**src/rtl/vga_scan_controller_if.sv**
```systemverilog
`default_nettype none
// +----------------------------------------------------------------------+
// | Module  : vga_scan_controller_if                                      |
// | Purpose : Bundles the pixel enable, renderer coordinate/colour        |
// |           exchange and the VGA pin outputs of the scan controller.   |
// | Signals : pix_en            pixel-rate clock enable                   |
// |           x, y              scan coordinates to the renderer (11 b)   |
// |           r_in,g_in,b_in    renderer colour reply (3 b each)          |
// |           r, g, b           registered colour to the DAC (3 b each)   |
// |           hsync, vsync      active-low sync pins                      |
// |           active            visible-pixel flag aligned with r/g/b     |
// |           frame_start       one-clk pulse at the start of each frame  |
// | Modports: master = scan controller, slave = renderer/DAC side         |
// | Revision: 1.0  initial release                                        |
// +----------------------------------------------------------------------+
interface vga_scan_controller_if;
  logic        pix_en;
  logic [10:0] x;
  logic [10:0] y;
  logic [2:0]  r_in;
  logic [2:0]  g_in;
  logic [2:0]  b_in;
  logic [2:0]  r;
  logic [2:0]  g;
  logic [2:0]  b;
  logic        hsync;
  logic        vsync;
  logic        active;
  logic        frame_start;

  modport master (
    input  pix_en, r_in, g_in, b_in,
    output x, y, r, g, b, hsync, vsync, active, frame_start
  );

  modport slave (
    output pix_en, r_in, g_in, b_in,
    input  x, y, r, g, b, hsync, vsync, active, frame_start
  );
endinterface
`default_nettype wire

```
**src/rtl/vga_scan_controller.sv**
```systemverilog
`default_nettype none
// +----------------------------------------------------------------------+
// | Module  : vga_scan_controller                                         |
// | Purpose : 640x480@60 VGA timing generator. Presents x/y to a          |
// |           combinational renderer, registers its colour together with  |
// |           the sync/blank decode so every pin shares one step of delay.|
// | Ports   : clk   system clock                                          |
// |           rst   synchronous reset, active-low                         |
// |           bus   vga_scan_controller_if.master (pix_en, x/y, colour   |
// |                 in/out, hsync, vsync, active, frame_start)            |
// | Revision: 1.0  initial release                                        |
// +----------------------------------------------------------------------+
module vga_scan_controller #(
  parameter int H_ACTIVE = 640,
  parameter int H_FP     = 16,
  parameter int H_SYNC   = 96,
  parameter int H_BP     = 48,
  parameter int V_ACTIVE = 480,
  parameter int V_FP     = 10,
  parameter int V_SYNC   = 2,
  parameter int V_BP     = 33
) (
  input  logic                         clk,
  input  logic                         rst,
  vga_scan_controller_if.master        bus
);

  localparam logic [10:0] c_h_act      = 11'(H_ACTIVE);
  localparam logic [10:0] c_h_hs_start = 11'(H_ACTIVE + H_FP);
  localparam logic [10:0] c_h_hs_end   = 11'(H_ACTIVE + H_FP + H_SYNC);
  localparam logic [10:0] c_h_last     = 11'(H_ACTIVE + H_FP + H_SYNC + H_BP - 1);
  localparam logic [10:0] c_v_act      = 11'(V_ACTIVE);
  localparam logic [10:0] c_v_vs_start = 11'(V_ACTIVE + V_FP);
  localparam logic [10:0] c_v_vs_end   = 11'(V_ACTIVE + V_FP + V_SYNC);
  localparam logic [10:0] c_v_last     = 11'(V_ACTIVE + V_FP + V_SYNC + V_BP - 1);

  logic [10:0] r_x;
  logic [10:0] r_y;
  logic [2:0]  r_red;
  logic [2:0]  r_grn;
  logic [2:0]  r_blu;
  logic        r_hsync;
  logic        r_vsync;
  logic        r_active;
  logic        r_frame_start;

  logic        w_x_last;
  logic        w_y_last;
  logic        w_vis;
  logic        w_hs_n;
  logic        w_vs_n;

  // Decode is taken from the coordinate currently presented to the
  // renderer, so the registered sync/blank line up with the registered
  // colour of that same coordinate.
  assign w_x_last = (r_x == c_h_last);
  assign w_y_last = (r_y == c_v_last);
  assign w_vis    = (r_x < c_h_act) && (r_y < c_v_act);
  assign w_hs_n   = !((r_x >= c_h_hs_start) && (r_x < c_h_hs_end));
  assign w_vs_n   = !((r_y >= c_v_vs_start) && (r_y < c_v_vs_end));

  always_ff @(posedge clk) begin
    if (!rst) begin
      r_x           <= 11'd0;
      r_y           <= 11'd0;
      r_red         <= 3'd0;
      r_grn         <= 3'd0;
      r_blu         <= 3'd0;
      r_hsync       <= 1'b1;
      r_vsync       <= 1'b1;
      r_active      <= 1'b0;
      r_frame_start <= 1'b0;
    end else begin
      // Pulse defaults low every clk so it is one clk wide even when the
      // following cycles have pix_en low.
      r_frame_start <= 1'b0;
      if (bus.pix_en) begin
        if (w_x_last) begin
          r_x <= 11'd0;
          r_y <= w_y_last ? 11'd0 : r_y + 11'd1;
        end else begin
          r_x <= r_x + 11'd1;
        end
        r_active      <= w_vis;
        r_hsync       <= w_hs_n;
        r_vsync       <= w_vs_n;
        r_red         <= w_vis ? bus.r_in : 3'd0;
        r_grn         <= w_vis ? bus.g_in : 3'd0;
        r_blu         <= w_vis ? bus.b_in : 3'd0;
        r_frame_start <= w_x_last && w_y_last;
      end
    end
  end

  assign bus.x           = r_x;
  assign bus.y           = r_y;
  assign bus.r           = r_red;
  assign bus.g           = r_grn;
  assign bus.b           = r_blu;
  assign bus.hsync       = r_hsync;
  assign bus.vsync       = r_vsync;
  assign bus.active      = r_active;
  assign bus.frame_start = r_frame_start;

endmodule
`default_nettype wire

```
**src/flat_wrapper.sv**
```systemverilog
// flat-port wrapper written by rule: the top's interface ports become plain ports
module vga_scan_controller_flat 
#(
  parameter int H_ACTIVE = 640,
  parameter int H_FP     = 16,
  parameter int H_SYNC   = 96,
  parameter int H_BP     = 48,
  parameter int V_ACTIVE = 480,
  parameter int V_FP     = 10,
  parameter int V_SYNC   = 2,
  parameter int V_BP     = 33
)
  (clk, rst, bus_pix_en, bus_r_in, bus_g_in, bus_b_in, bus_x, bus_y, bus_r, bus_g, bus_b, bus_hsync, bus_vsync, bus_active, bus_frame_start);
  vga_scan_controller_if bus_i ();
  input  logic clk;
  input  logic rst;
  input wire logic [$bits(bus_i.pix_en)-1:0] bus_pix_en;
  input wire logic [$bits(bus_i.r_in)-1:0] bus_r_in;
  input wire logic [$bits(bus_i.g_in)-1:0] bus_g_in;
  input wire logic [$bits(bus_i.b_in)-1:0] bus_b_in;
  output wire logic [$bits(bus_i.x)-1:0] bus_x;
  output wire logic [$bits(bus_i.y)-1:0] bus_y;
  output wire logic [$bits(bus_i.r)-1:0] bus_r;
  output wire logic [$bits(bus_i.g)-1:0] bus_g;
  output wire logic [$bits(bus_i.b)-1:0] bus_b;
  output wire logic [$bits(bus_i.hsync)-1:0] bus_hsync;
  output wire logic [$bits(bus_i.vsync)-1:0] bus_vsync;
  output wire logic [$bits(bus_i.active)-1:0] bus_active;
  output wire logic [$bits(bus_i.frame_start)-1:0] bus_frame_start;
  assign bus_i.pix_en = bus_pix_en;
  assign bus_i.r_in = bus_r_in;
  assign bus_i.g_in = bus_g_in;
  assign bus_i.b_in = bus_b_in;
  assign bus_x = bus_i.x;
  assign bus_y = bus_i.y;
  assign bus_r = bus_i.r;
  assign bus_g = bus_i.g;
  assign bus_b = bus_i.b;
  assign bus_hsync = bus_i.hsync;
  assign bus_vsync = bus_i.vsync;
  assign bus_active = bus_i.active;
  assign bus_frame_start = bus_i.frame_start;
  vga_scan_controller #(.H_ACTIVE(H_ACTIVE), .H_FP(H_FP), .H_SYNC(H_SYNC), .H_BP(H_BP), .V_ACTIVE(V_ACTIVE), .V_FP(V_FP), .V_SYNC(V_SYNC), .V_BP(V_BP)) u_core (.clk(clk), .rst(rst), .bus(bus_i));
endmodule
```
**config.mk**
```make
export PLATFORM = sky130hd
export DESIGN_NAME = vga_scan_controller_flat
export DESIGN_NICKNAME = d
export VERILOG_FILES = /design/src/rtl/vga_scan_controller_if.sv /design/src/rtl/vga_scan_controller.sv /design/src/flat_wrapper.sv
export SDC_FILE = /design/constraint.sdc
export NUM_CORES = 1
export LEC_CHECK = 0
export ABC_AREA = 1
export BUFFER_PORTS_ARGS = -buffer_cell sky130_fd_sc_hd__buf_2
export CAP_MARGIN = 20
export CORE_ASPECT_RATIO = 1.5
export CORE_MARGIN = 4
export CORE_UTILIZATION = 49
export CTS_BUF_LIST = sky130_fd_sc_hd__clkbuf_4
export DETAILED_ROUTE_END_ITERATION = 7
export PLACE_DENSITY_LB_ADDON = 0.05
export SLEW_MARGIN = 30
export SYNTH_ARGS = -nofsm -noshare
export SYNTH_HDL_FRONTEND = slang
export SYNTH_SLANG_ARGS = --single-unit
```
**constraint.sdc**
```tcl
create_clock -name clk -period 1.2 [get_ports clk]
set_input_delay 0.36 -clock clk [delete_from_list [all_inputs] [get_ports clk]]
set_output_delay 0.36 -clock clk [all_outputs]
set_load 0.005 [all_outputs]
```
==> out/results.tsv, run 1 <==
metric	value	unit
CTS Root Cell	clkbuf_4	
Yosys top cell by area	dfxtp_1	
height of the die	81.54	um
synth unique cells	27	
Max H-tree Level	2	
clock sink count	35	
Synth Register Bits	35	
synthesized area	1767	sq um
Synth Warn #	0	
Mapped Cells	254	
register area share after synthesis	39.66	%
CTS Buf Count	5	
dpl ws	-0.1721	ns
Starting Density	51.23	%
share of the synthesized area in the top cell type	39.66	%
post-GRT worst EP	u_core.bus.x[3]$_SDFFE_PN0P_/D	
post-DP HPWL	3978	um
Die Width	57.03	um
# port buffers	46	
mean post-synth cell area	6.955	sq um
stopping stage	global routing	
status	aborted with a tool error	
clock buffer depth	2	
Run Error	[ERROR DPL-0038] Utilization greater than 100%, impossible to legalize	
Ports	47	
Worst EP Category	register input	
top cells by area, synth	dfxtp_1 (40%), nand2_1 (13%), nor2_1 (8.3%)	
GP Congestion	0.8728	
pin count of the biggest net entering global routing	20	
Mapped Nets	269	
Rows	26	
[logic make-up after synthesis]
group	share of synthesized area, %
xor+xnor	1.983
compound gates	7.932
simple gates	41.08
flops	39.66
fa+ha+maj	2.125
buf+inv	7.223
[repair_timing]
| action | in CTS |
|---|---|
| resized for setup | 98 |
| pin swaps | 9 |
| cloned | 1 |
| setup endpoints to repair | 52 |
| hold buffers | 0 |
| buffers inserted | 22 |
[cells in the mapped netlist]
library cell  number
nand2_1           60
nor2_2             6
nor3_4             1
nor3b_1            2
dfxtp_1           35
o21ai_1            1
ha_1               3
buf_1              1
xor2_1             4
buf_4              2
inv_1             22
buf_2              3
nand2_2            3
o21ai_2            1
clkbuf_1           1
a21oi_1           18
nand3b_4           1
o21ai_0            6
nand3_2            1
nand3_1           13
nand4_1           14
nor2_4             2
a31oi_1            1
or2_1              1
inv_2              2
nor2_1            39
nor3_1            11
[metrics by stage]
step	area [sq um]	std cells	hold slack (ns)
2_1_floorplan	1827	254	0.4601
3_3_place_gp	2477	387	0.4479
3_5_place_dp	2477	387	0.4506
4_1_cts	3099	417	0.2634
==> run 2, diff against run 1 <==
- CORE_ASPECT_RATIO: 1.5 -> unset
- CORE_UTILIZATION: 49 -> 40
- CTS_BUF_LIST: sky130_fd_sc_hd__clkbuf_4 -> unset
- PLACE_DENSITY_LB_ADDON: 0.05 -> 0.15
- clock period: 1.2 -> 1.6 ns (I/O delays scaled with it)
==> out/results.tsv, run 2 <==
metric	value	unit
crit path DAT	1.67	ns
MaxCap Viol Count	0	
Max IR drop VDD	469.0	uV
Rows	23	
Worst Path Required	1.78	ns
RSZ-0062 raised after global routing	true	
CTS Buf Count	5	
register area share after synthesis	39.66	%
total core area	4144	sq um
initial antenna violation count	0	
synthesized area	1767	sq um
Cell Pwr Density	818.4	nW/um^2
Power, Total	0.001819	W
post-route ant nets	0	
top cells by area, synth	dfxtp_1 (40%), nand2_1 (13%), nor2_1 (8.3%)	
top cells by count, synth	nand2_1 (60), nor2_1 (39), dfxtp_1 (35), inv_1 (22), a21oi_1 (18)	
Vias	1791	
dpl cell area	2082	sq um
height of the die	74.46	um
status	complete, no violations	
commonest non-fill, non-tap cells in the layout	nand2_1 (60), buf_2 (46), nor2_1 (37), dfxtp_1 (35), inv_1 (22)	
WL met3	339	um
number of detailed-route iterations in the first pass	4	
Ports	47	
Hold Path Cell Cnt	2	
# port buffers	46	
met1 wire length	2288	um
Design Area, Final	2222	sq um
GP Congestion	0.9346	
CP Max Fanout	9	
final core occ	53.62	%
top-count cell post-synth	nand2_1	
clock buffer depth	2	
vias in the first global route	1564	
Post-synth EDFFs	0	
metal2 WL	1858	um
final net count	324	
uppermost layer routed	met4	
Die ar.	5544	sq um
Final setup viols	0	
final WL	4546	um
Ant. Diodes	0	
Slew HR	71.83	%
clock sink count	35	
Die Width	74.46	um
CTS Root Cell	clkbuf_8	
CTS tree	yes	
asr flop ratio synth	0	%
critical path class	register to register	
nature of the critical path startpoint	register	
Final period util	93.24	%
Worst R2R Path Depth	7	
Critical R2R Launch	u_core.bus.x[1]$_SDFFE_PN0P_	
Crit Reg-Reg Endpoint	u_core.bus.y[4]$_SDFFE_PN0P_	
hold_buf cts	0	
wire per inst	12.63	um
class of the worst hold path	register to register	
CP Capture Type	register	
Mapped Nets	269	
clock transition at the registers of the reported paths	0.07	ns
mean post-synth cell area	6.955	sq um
fraction of layout cells with a size suffix above 1	26.77	%
Synth Register Bits	35	
LEAKAGE	0.9591	nW
pin count of the biggest net entering global routing	19	
count of final hold-check violations	0	
first-pass GRT wire length	7348	um
Hold WS	0.4612	ns
DRC viols	0	
Main synth FF type	dfxtp_1	
actual transition at the worst max-transition pin	0.4225	ns
post-layout min period	1.492	ns
share of the synthesized area in the top cell type	39.66	%
setup ws final	0.1081	ns
vias per inst	4.975	
drt initial violations	102	
clk_lat worst skew	0.29	ns
GRT overflow	0	
post-DP HPWL	3334	um
Hold Path End	u_core.bus.b[1]$_SDFFE_PN0P_	
Starting Density	42.63	%
dpl ws	0.03406	ns
Area Overhead vs Synth	25.78	%
Synth Warn #	0	
hold_sp	u_core.bus.b[1]$_SDFFE_PN0P_	
Max H-tree Level	2	
Yosys top cell by area	dfxtp_1	
reg2reg setup slack	0.11	ns
Fmax achieved	0.6703	GHz
Mapped Cells	254	
most common cell after layout, fill and taps aside	nand2_1	
Total GRT Usage	17.26	%
synth unique cells	27	
Final Skew	0.01051	ns
Slew Limit Fails	0	
[run 2: cell counts after synthesis]
Identical to the previous run, type by type.
[run 2: worst max-delay path, cell delays in order, from the launching register on]
cell	delay, ns
dfxtp_1	0.38
ha_1	0.23
nand3_2	0.12
nand3b_4	0.27
nor2_4	0.16
inv_1	0.07
nand2_1	0.10
a21oi_1	0.05
[run 2: per-layer routing]
metal / GRT usage [%] / vias to the layer above
li1: - / 935
met1: 25.84 / 799
met2: 23.32 / 51
met3: 5.405 / 6
met4: 5.336 / 0
met5: 0 / -
[run 2: stage by stage]
step           TNS (ns)  instances
2_1_floorplan         0        254
3_3_place_gp          0        351
3_5_place_dp          0        351
4_1_cts               0        359
5_1_grt        -0.02920        360
6_report              0        360
[run 2: cells by family (layout without fill, tap and decap cells)]
group	Yosys count	after routing	synth area share (%)
buf+inv	31	87	7.223
compound gates	27	27	7.932
flops	35	35	39.66
xor+xnor	4	4	1.983
fa+ha+maj	3	3	2.125
simple gates	154	154	41.08
[run 2: repair_timing]
item,CTS,global route
gates resized for setup,0,5
endpoints found under the setup margin,0,9
buffers inserted,0,1
[run 2: cell type report]
| cell class | instances | area [sq um] |
|---|---|---|
| clock buffer | 5 | 68.82 |
| clock inverter | 3 | 43.79 |
| fill | 418 | 1922 |
| inverter | 24 | 90.09 |
| multi-input combinational | 188 | 958.4 |
| sequential | 35 | 700.7 |
| tap | 50 | 62.56 |
| timing repair buffer | 55 | 297.8 |
[run 2: power breakdown]
part,switching [W],internal (W),total (W)
sequential,0.0000114,0.000892,0.000904
combinational,0.0000627,0.0000520,0.000115
clock,0.000337,0.000464,0.000800
total,0.000411,0.00141,0.00182
[run 2: how the worst max path moves through the flow]
| stage | to | slack, ns | startpoint |
|---|---|---|---|
| finish | u_core.bus.y[4]$_SDFFE_PN0P_ | 0.11 | u_core.bus.x[1]$_SDFFE_PN0P_ |
| detailed placement | u_core.bus.y[4]$_SDFFE_PN0P_ | 0.03 | bus_pix_en |
| global placement | u_core.bus.y[7]$_SDFFE_PN0P_ | 0.06 | bus_pix_en |
| floorplan | u_core.bus.y[4]$_SDFFE_PN0P_ | 0.24 | bus_pix_en |
| CTS | u_core.bus.y[4]$_SDFFE_PN0P_ | 0.14 | u_core.bus.x[1]$_SDFFE_PN0P_ |
| global route | u_core.bus.y[7]$_SDFFE_PN0P_ | -0.01 | u_core.bus.x[1]$_SDFFE_PN0P_ |
No activity file was read; power rests on OpenSTA's default activity.
